$ cat src/rtl/dla_axi_rd_master.sv
// AXI4 read master for DLA ifmap/weight fetch: splits (address, word count) commands
// into INCR bursts of at most MAX_BEATS beats that never cross a 4 KB page.
module dla_axi_rd_master #(
  parameter logic [7:0] MST_ID    = 8'h02,
  parameter int         MAX_BEATS = 16
) (
  input  logic        clk,
  input  logic        rst,
  input  logic        cmd_valid,
  output logic        cmd_ready,
  input  logic [31:0] cmd_addr,
  input  logic [15:0] cmd_words,
  output logic [7:0]  ARID,
  output logic [31:0] ARADDR,
  output logic [3:0]  ARLEN,
  output logic [2:0]  ARSIZE,
  output logic [1:0]  ARBURST,
  output logic        ARVALID,
  input  logic        ARREADY,
  input  logic [7:0]  RID,
  input  logic [31:0] RDATA,
  input  logic [1:0]  RRESP,
  input  logic        RLAST,
  input  logic        RVALID,
  output logic        RREADY,
  output logic [31:0] out_data,
  output logic        out_valid,
  input  logic        out_ready,
  output logic        done,
  output logic        err
);

  typedef enum logic [1:0] {S_IDLE, S_AR, S_R, S_DONE} state_t;

  localparam logic [16:0] LP_MAX_BEATS = 17'(MAX_BEATS);

  state_t      r_state;
  logic [31:0] r_addr;
  logic [15:0] r_remaining;
  logic [4:0]  r_beat_cnt;
  logic        r_arvalid;
  logic [31:0] r_araddr;
  logic [3:0]  r_arlen;
  logic        r_done;
  logic        r_err;

  logic        w_in_r;
  logic        w_beat;
  logic        w_last_beat;
  logic        w_beat_err;
  logic [31:0] w_cmd_addr;
  logic [4:0]  w_cmd_beats;
  logic [31:0] w_addr_nxt;
  logic [15:0] w_rem_nxt;
  logic [4:0]  w_nxt_beats;
  logic        w_unused;

  // Beats for the next burst: bounded by words left, burst cap and words left in the 4 KB page.
  function automatic logic [4:0] f_beats(input logic [9:0] word_idx, input logic [15:0] rem);
    logic [16:0] room;
    logic [16:0] n;
    room = 17'd1024 - {7'd0, word_idx};
    n    = {1'b0, rem};
    if (n > LP_MAX_BEATS) n = LP_MAX_BEATS;
    if (n > room) n = room;
    return 5'(n);
  endfunction

  assign w_in_r      = (r_state == S_R);
  assign w_beat      = w_in_r && RVALID && out_ready;
  assign w_last_beat = (r_beat_cnt == 5'd1);
  assign w_beat_err  = (RRESP != 2'b00) || (RID != MST_ID) || (RLAST != w_last_beat);

  assign w_cmd_addr  = {cmd_addr[31:2], 2'b00};
  assign w_cmd_beats = f_beats(cmd_addr[11:2], cmd_words);
  assign w_addr_nxt  = r_addr + 32'd4;
  assign w_rem_nxt   = r_remaining - 16'd1;
  assign w_nxt_beats = f_beats(w_addr_nxt[11:2], w_rem_nxt);
  assign w_unused    = ^cmd_addr[1:0];

  assign cmd_ready = (r_state == S_IDLE);
  assign ARID      = MST_ID;
  assign ARADDR    = r_araddr;
  assign ARLEN     = r_arlen;
  assign ARSIZE    = 3'b010;
  assign ARBURST   = 2'b01;
  assign ARVALID   = r_arvalid;
  assign RREADY    = w_in_r ? out_ready : 1'b0;
  assign out_valid = w_in_r ? RVALID : 1'b0;
  assign out_data  = w_in_r ? RDATA : 32'd0;
  assign done      = r_done;
  assign err       = r_err;

  always_ff @(posedge clk or negedge rst) begin
    if (!rst) begin
      r_state     <= S_IDLE;
      r_addr      <= 32'd0;
      r_remaining <= 16'd0;
      r_beat_cnt  <= 5'd0;
      r_arvalid   <= 1'b0;
      r_araddr    <= 32'd0;
      r_arlen     <= 4'd0;
      r_done      <= 1'b0;
      r_err       <= 1'b0;
    end else begin
      r_done <= 1'b0;
      case (r_state)
        S_IDLE: begin
          if (cmd_valid) begin
            r_addr      <= w_cmd_addr;
            r_remaining <= cmd_words;
            r_err       <= 1'b0;
            if (cmd_words == 16'd0) begin
              r_state <= S_DONE;
              r_done  <= 1'b1;
            end else begin
              r_state   <= S_AR;
              r_arvalid <= 1'b1;
              r_araddr  <= w_cmd_addr;
              r_arlen   <= 4'(w_cmd_beats - 5'd1);
            end
          end
        end
        S_AR: begin
          if (ARREADY) begin
            r_arvalid  <= 1'b0;
            r_beat_cnt <= {1'b0, r_arlen} + 5'd1;
            r_state    <= S_R;
          end
        end
        S_R: begin
          if (w_beat) begin
            r_beat_cnt  <= r_beat_cnt - 5'd1;
            r_remaining <= w_rem_nxt;
            r_addr      <= w_addr_nxt;
            if (w_beat_err) r_err <= 1'b1;
            // The burst ends on the counted beat regardless of what RLAST claims.
            if (w_last_beat) begin
              if (w_rem_nxt != 16'd0) begin
                r_state   <= S_AR;
                r_arvalid <= 1'b1;
                r_araddr  <= w_addr_nxt;
                r_arlen   <= 4'(w_nxt_beats - 5'd1);
              end else begin
                r_state <= S_DONE;
                r_done  <= 1'b1;
              end
            end
          end
        end
        S_DONE: r_state <= S_IDLE;
        default: r_state <= S_IDLE;
      endcase
    end
  end

endmodule

$ cat config.mk
export PLATFORM = sky130hd
export DESIGN_NAME = dla_axi_rd_master
export DESIGN_NICKNAME = d
export VERILOG_FILES = /design/src/rtl/dla_axi_rd_master.sv
export SDC_FILE = /design/constraint.sdc
export NUM_CORES = 1
export LEC_CHECK = 0
export ABC_AREA = 1
export CAP_MARGIN = 15
export CORE_MARGIN = 1.5
export CORE_UTILIZATION = 30
export DETAILED_ROUTE_END_ITERATION = 12
export GPL_TIMING_DRIVEN = 0
export PLACE_DENSITY_LB_ADDON = 0.3
export SYNTH_ARGS = -nofsm -noshare
export SYNTH_HDL_FRONTEND = slang
export SYNTH_SLANG_ARGS = --single-unit
$ cat constraint.sdc
create_clock -name clk -period 3.5 [get_ports clk]
set_input_delay 1.05 -clock clk [delete_from_list [all_inputs] [get_ports clk]]
set_output_delay 1.05 -clock clk [all_outputs]
set_load 0.02 [all_outputs]
==> results of run 1 <==
[final cells by class]
class | count | area, µm² | share of cell area (%)
flip-flops and latches | 94 | 2360 | 23.0
plain buffers | 44 | 290 | 2.83
inverters | 132 | 495 | 4.83
clock buffers | 9 | 225 | 2.19
well taps | 285 | 357 | 3.47
multi-input cells | 777 | 4430 | 43.2
repair buffers | 203 | 2060 | 20.0
clock inverters | 6 | 48.8 | 0.475
[where the power goes]
group | internal (µW) | switching (µW) | total [µW] | leakage (µW)
sequential | 1620 | 485 | 2110 | 0.00116
clock | 485 | 466 | 951 | 0.000129
combinational | 2100 | 3420 | 5520 | 0.00408
[critical path, stage by stage (launching register included)]
cell             delay [ns]
dfrtp_1                0.44
inv_2                  0.09
nor2_4                 0.15
inv_2                  0.14
clkbuf_4               0.27
clkbuf_2               0.22
nor2_1                 0.11
clkdlybuf4s50_1        0.60
[per-layer routing]
| layer | global-route usage [%] | vias to the layer above | routed length, µm |
|---|---|---|---|
| met4 | 4.76 | 0 | 428 |
| li1 | - | 3691 | - |
| met3 | 3.72 | 30 | 1520 |
| met2 | 29.6 | 251 | 10200 |
| met1 | 25.6 | 3442 | 10600 |
| met5 | 0 | - | 0 |
[path summary, 6_finish.rpt]
kind | from | end | slack (ns)
max | r_state[1] | out_data[3] | 0.07
min | ARADDR[3] | ARADDR[3] | 0.48
max reg2reg | r_addr[3] | ARLEN[3] | 0.12
min reg2reg | ARADDR[3] | ARADDR[3] | 0.48
max in group asynchronous | rst | r_addr[4] | 2.16
min in group asynchronous | rst | done | 0.65
[metrics by stage]
| stage | instance area, µm² | setup TNS [ns] | hold slack [ns] |
|---|---|---|---|
| after global placement | 9110 | -237.68 | 0.468 |
| after detailed placement | 9140 | -4.79 | 0.466 |
| after global routing | 10300 | -0.309 | 0.507 |
| final | 10300 | 0 | 0.480 |
| after floorplan | 7080 | 0 | 0.467 |
| after CTS | 9600 | -0.00489 | 0.485 |
[registers in the layout (all words and copies together) (netlist names)]
register / cells
r_addr: 32
ARADDR: 32
ARVALID: 1
ARLEN: 4
r_beat_cnt: 5
err: 1
done: 1
r_remaining: 16
r_state: 2
[cells in the final DEF, fill, tap and decap left out, types with 32 or more instances in the layout]
cell type	n
buf_4	46
clkdlybuf4s50_1	115
dfrtp_1	88
dlymetal6s2s_1	45
inv_1	111
nand2_1	278
nand3_1	44
nor2_1	100
o21ai_0	73
xor2_1	32
[synth_stat cells, drive strengths merged (9+ instances only)]
cell,number,share of area [%]
nand4,15,1.4
o22ai,10,0.90
o21ai,86,6.5
clkbuf,21,1.1
xor2,33,4.1
a21oi,23,1.6
nand2,309,17
buf,23,2.8
xnor2,9,1.1
nor2,138,8.2
inv,132,7.1
dfrtp,94,34
nor3,15,1.2
ha,30,5.4
nand3,49,3.8
[cell families (layout without fill, tap and decap cells)]
logic type               Yosys count  count (layout)  synth area share [%]
AO/OA/AOI/OAI                    135             135                  10.8
XOR/XNOR                          42              42                  5.27
adder cells (fa/ha/maj)           30              30                  5.38
buffers and inverters            176             394                  11.0
flip-flops                        94              94                  33.7
multiplexers                       4               4                 0.573
other                              2              25                 0.108
AND/OR/NAND/NOR                  541             541                  33.2
[what timing repair did]
item,in CTS,in global routing
setup endpoints to repair,37,31
hold endpoints to repair,0,0
resized for setup,51,152
pin swaps,12,54
buffers inserted,8,26
==> flow_summary.json, run 1 <==
{
  "clock-root-buffer": "clkbuf_16",
  "powerDensity_mw_per_mm2": 836,
  "reg2reg_depth": 23,
  "filler_cell_count": 2298,
  "postSynthCellCount": 1024,
  "routed_wl_um": 22700,
  "start_kind": "register",
  "pin_count": 184,
  "maxSlewHeadroom_pct": 51.7,
  "skew_ns": 0.00960,
  "async_reset_ff_share_pct": 100,
  "grt_pass1_vias": 6929,
  "worst_ep_arrival_time_ns": 2.38,
  "ys_ff_latch": 94,
  "power_uw": 8580,
  "die_x_um": 156,
  "antenna_found_initial": 0,
  "maxCapViolCount": 0,
  "numClockSinks": 94,
  "syn_area_mm2": 0.00698,
  "core_area_mm2": 0.0227,
  "start_util_pct": 30.7,
  "setup_violations": 0,
  "dieArea_mm2": 0.0242,
  "synth_warnings": 0,
  "finalMaxSlewViolations": 0,
  "fin_util_pct": 45.2,
  "period_needed_ns": 3.43,
  "clkTransAtPathRegs_ns": 0.06,
  "rsz0062_at_grt": "yes",
  "syn_area_per_cell_um2": 6.82,
  "min_period_over_period_pct": 98.0,
  "timing.final.ws_setup_ns": 0.0684,
  "insertion_delay_ns": 0.36,
  "fin_nets": 1388,
  "grt-ovfl-total": 0,
  "pre_cts_ws_ns": -0.962,
  "grt_pass1_wl_um": 35200,
  "final_layout_size_suffix_gt1_share_pct": 17.7,
  "cp_max_fo": 10,
  "wl_per_cell_um": 14.7,
  "syn2layout_area_growth_pct": 47.0,
  "fmax_mhz": 291,
  "holdCritPathClass": "register to register",
  "detail-route-antenna-nets": 0,
  "portBuffers": 168,
  "synth.distinct_cells": 45,
  "diodes": 0,
  "hpwlAfterDp_um": 16900,
  "ctsHoldBuffers": 0,
  "first_pass_iters": 5,
  "cp.required_ns": 2.45,
  "final_cells": 1550,
  "die_y_um": 156,
  "endpoint_kind": "output pin",
  "status": "finished, final reports clean",
  "grt_usage_pct": 18.5,
  "rows": 55,
  "viasPerCell": 4.78,
  "vias": 7414,
  "hold_depth": 2,
  "post-route-drc-count": 0,
  "peakVddDrop_v": 0.000385,
  "ctsHtreeMaxLevel": 3,
  "grt_max_degree": 63,
  "final_hold_viol_count": 0,
  "synth_edf_count": 0,
  "placedCellCount": 1501,
  "worstMarginPinSlew_ns": 0.725,
  "setup.worst_path.class": "register to output pin",
  "cts_buffers": 9,
  "routabilityCongestion": 0.922,
  "leakage_uw": 0.00537,
  "drt_iter0_drc": 455,
  "tritoncts": "yes",
  "clockBufferDepth": 2,
  "yosysSeqAreaShare_pct": 33.7,
  "ys.flop_type": "dfrtp_1"
}
Power figures use the tool's default switching activity.
==> run 2, diff against run 1 <==
--- a/config.mk
+++ b/config.mk
@@ -7,8 +7,8 @@
 export LEC_CHECK = 0
 export ABC_AREA = 1
 export CAP_MARGIN = 15
-export CORE_MARGIN = 1.5
 export CORE_UTILIZATION = 30
+export CTS_CLUSTER_SIZE = 28
 export DETAILED_ROUTE_END_ITERATION = 12
 export GPL_TIMING_DRIVEN = 0
 export PLACE_DENSITY_LB_ADDON = 0.3
==> flow_summary.json, run 2 (synthesis gave the netlist of run 1 again) <==
{
  "holdCritPathClass": "register to register",
  "final_cells": 1563,
  "portBuffers": 168,
  "cp_max_fo": 10,
  "post-route-drc-count": 0,
  "clock-root-buffer": "clkbuf_16",
  "cp.required_ns": 2.45,
  "worstPathCellList": "inv_2, nor2_4, inv_2, buf_6, clkbuf_2, nor2_1, clkdlybuf4s50_1",
  "placedCellCount": 1501,
  "power_frac_seq_pct": 24.3,
  "period_needed_ns": 3.36,
  "start_util_pct": 30.7,
  "dieArea_mm2": 0.0239,
  "setup.worst_path.class": "register to output pin",
  "p_switching_uw": 4400,
  "final_design_area_no_fill_mm2": 0.0104,
  "ctsHtreeMaxLevel": 3,
  "final_layout_size_suffix_gt1_share_pct": 18.2,
  "grt_max_degree": 53,
  "cp_top_family": "buffers and inverters",
  "clkTransAtPathRegs_ns": 0.07,
  "grt_pass1_wl_um": 35500,
  "pre_cts_ws_ns": -0.984,
  "worstMarginPinSlew_ns": 0.700,
  "layout_commonest_cell": "nand2_1",
  "grt-ovfl-total": 0,
  "powerDensity_mw_per_mm2": 836,
  "grt_usage_pct": 19.0,
  "core_area_mm2": 0.0227,
  "p_int_uw": 4270,
  "pin_count": 184,
  "fmax_mhz": 298,
  "layout_common_cells": "nand2_1 (277), clkdlybuf4s50_1 (126), inv_1 (114)",
  "worst-path-buf-inv": 5,
  "combPwrFrac_pct": 64.4,
  "fin_nets": 1400,
  "routed_wl_um": 22800,
  "routabilityCongestion": 0.904,
  "first_pass_iters": 5,
  "switching_share_pct": 50.8,
  "viasPerCell": 4.79,
  "wl_per_cell_um": 14.6,
  "endpoint_kind": "output pin",
  "leakage_uw": 0.00526,
  "detail-route-antenna-nets": 0,
  "timing.final.ws_setup_ns": 0.141,
  "drt_iter0_drc": 559,
  "rows": 55,
  "die_x_um": 155,
  "placed_area_mm2": 0.00914,
  "antenna_found_initial": 0,
  "hpwlAfterDp_um": 16900,
  "final_hold_viol_count": 0,
  "crit_path_top_delay_cell": "clkdlybuf4s50_1",
  "min_period_over_period_pct": 96.0,
  "tritoncts": "yes",
  "p_clk_share_pct": 11.2,
  "maxSlewHeadroom_pct": 53.3,
  "insertion_delay_ns": 0.36,
  "peakVddDrop_v": 0.000363,
  "diodes": 0,
  "cts_buffers": 9,
  "setup_violations": 0,
  "crit_top_cell": "inv_2",
  "status": "finished, final reports clean",
  "fin_setup_tns_ns": 0,
  "vias": 7485,
  "worst_ep_arrival_time_ns": 2.31,
  "finalMaxSlewViolations": 0,
  "syn2layout_area_growth_pct": 48.3,
  "die_y_um": 155,
  "grt_pass1_vias": 6973,
  "fin_util_pct": 45.6,
  "skew_ns": 0.0119,
  "clockBufferDepth": 2,
  "start_kind": "register",
  "critPathMaxStageDelay_ns": 0.61,
  "numClockSinks": 94,
  "maxCapViolCount": 0,
  "rsz0062_at_grt": "yes"
}
run 2: per-stage QoR:
step / total power, µW / hold WS [ns]
after global placement: 7080 / 0.466
after detailed placement: 7130 / 0.465
final: 8660 / 0.485
after floorplan: 5310 / 0.467
after global routing: 9340 / 0.507
after CTS: 8300 / 0.490
run 2: worst paths after layout:
path                                     start  cells past startpoint            to  slack, ns
min in group asynchronous                  rst                      1          done       0.69
worst min-delay path                ARADDR[22]                      2    ARADDR[22]       0.49
worst min register to register      ARADDR[22]                      2    ARADDR[22]       0.49
worst max-delay path                r_state[1]                      7  out_data[21]       0.14
worst max register to register  r_remaining[5]                     26      ARLEN[2]       0.15
max in group asynchronous                  rst                      2     r_addr[4]       2.13
run 2: area by class of cell:
class | instances | area (µm²)
multi-input cells | 777 | 4470
clock inverters | 5 | 38.8
repair buffers | 215 | 2110
plain buffers | 44 | 294
fillers | 2286 | 12400
inverters | 132 | 498
well taps | 285 | 357
clock buffers | 11 | 243
flip-flops and latches | 94 | 2350
run 2: layer usage:
| layer | wire length [µm] | global-route usage (%) | up-vias | part of all wire (%) |
|---|---|---|---|---|
| met2 | 10200 | 30.4 | 269 | 45 |
| met1 | 10700 | 26.0 | 3482 | 47 |
| met3 | 1520 | 3.64 | 23 | 6.6 |
| met5 | 0 | 0 | - | 0 |
| li1 | - | - | 3711 | - |
| met4 | 401 | 5.33 | 0 | 1.8 |
run 2: power by group through the flow:
stage / logic (µW) / registers (µW) / clock network (µW)
after floorplan: 3090 / 2220 / 0
after global placement: 4990 / 2080 / 0
after detailed placement: 5050 / 2090 / 0
after CTS: 5230 / 2070 / 989
after global routing: 6140 / 2170 / 1030
final: 5580 / 2110 / 973
run 2: worst min-delay path, stage by stage (launching register included):
cell,delay [ns]
dfrtp_1,0.35
nand2_1,0.06
nand2_1,0.05
run 2: repair_timing:
item / 4_1_cts / 5_1_grt
resized for setup: 64 / 124
pin swaps: 13 / 52
setup endpoints to repair: 37 / 28
hold buffers: 0 / 0
setup buffers: 16 / 30
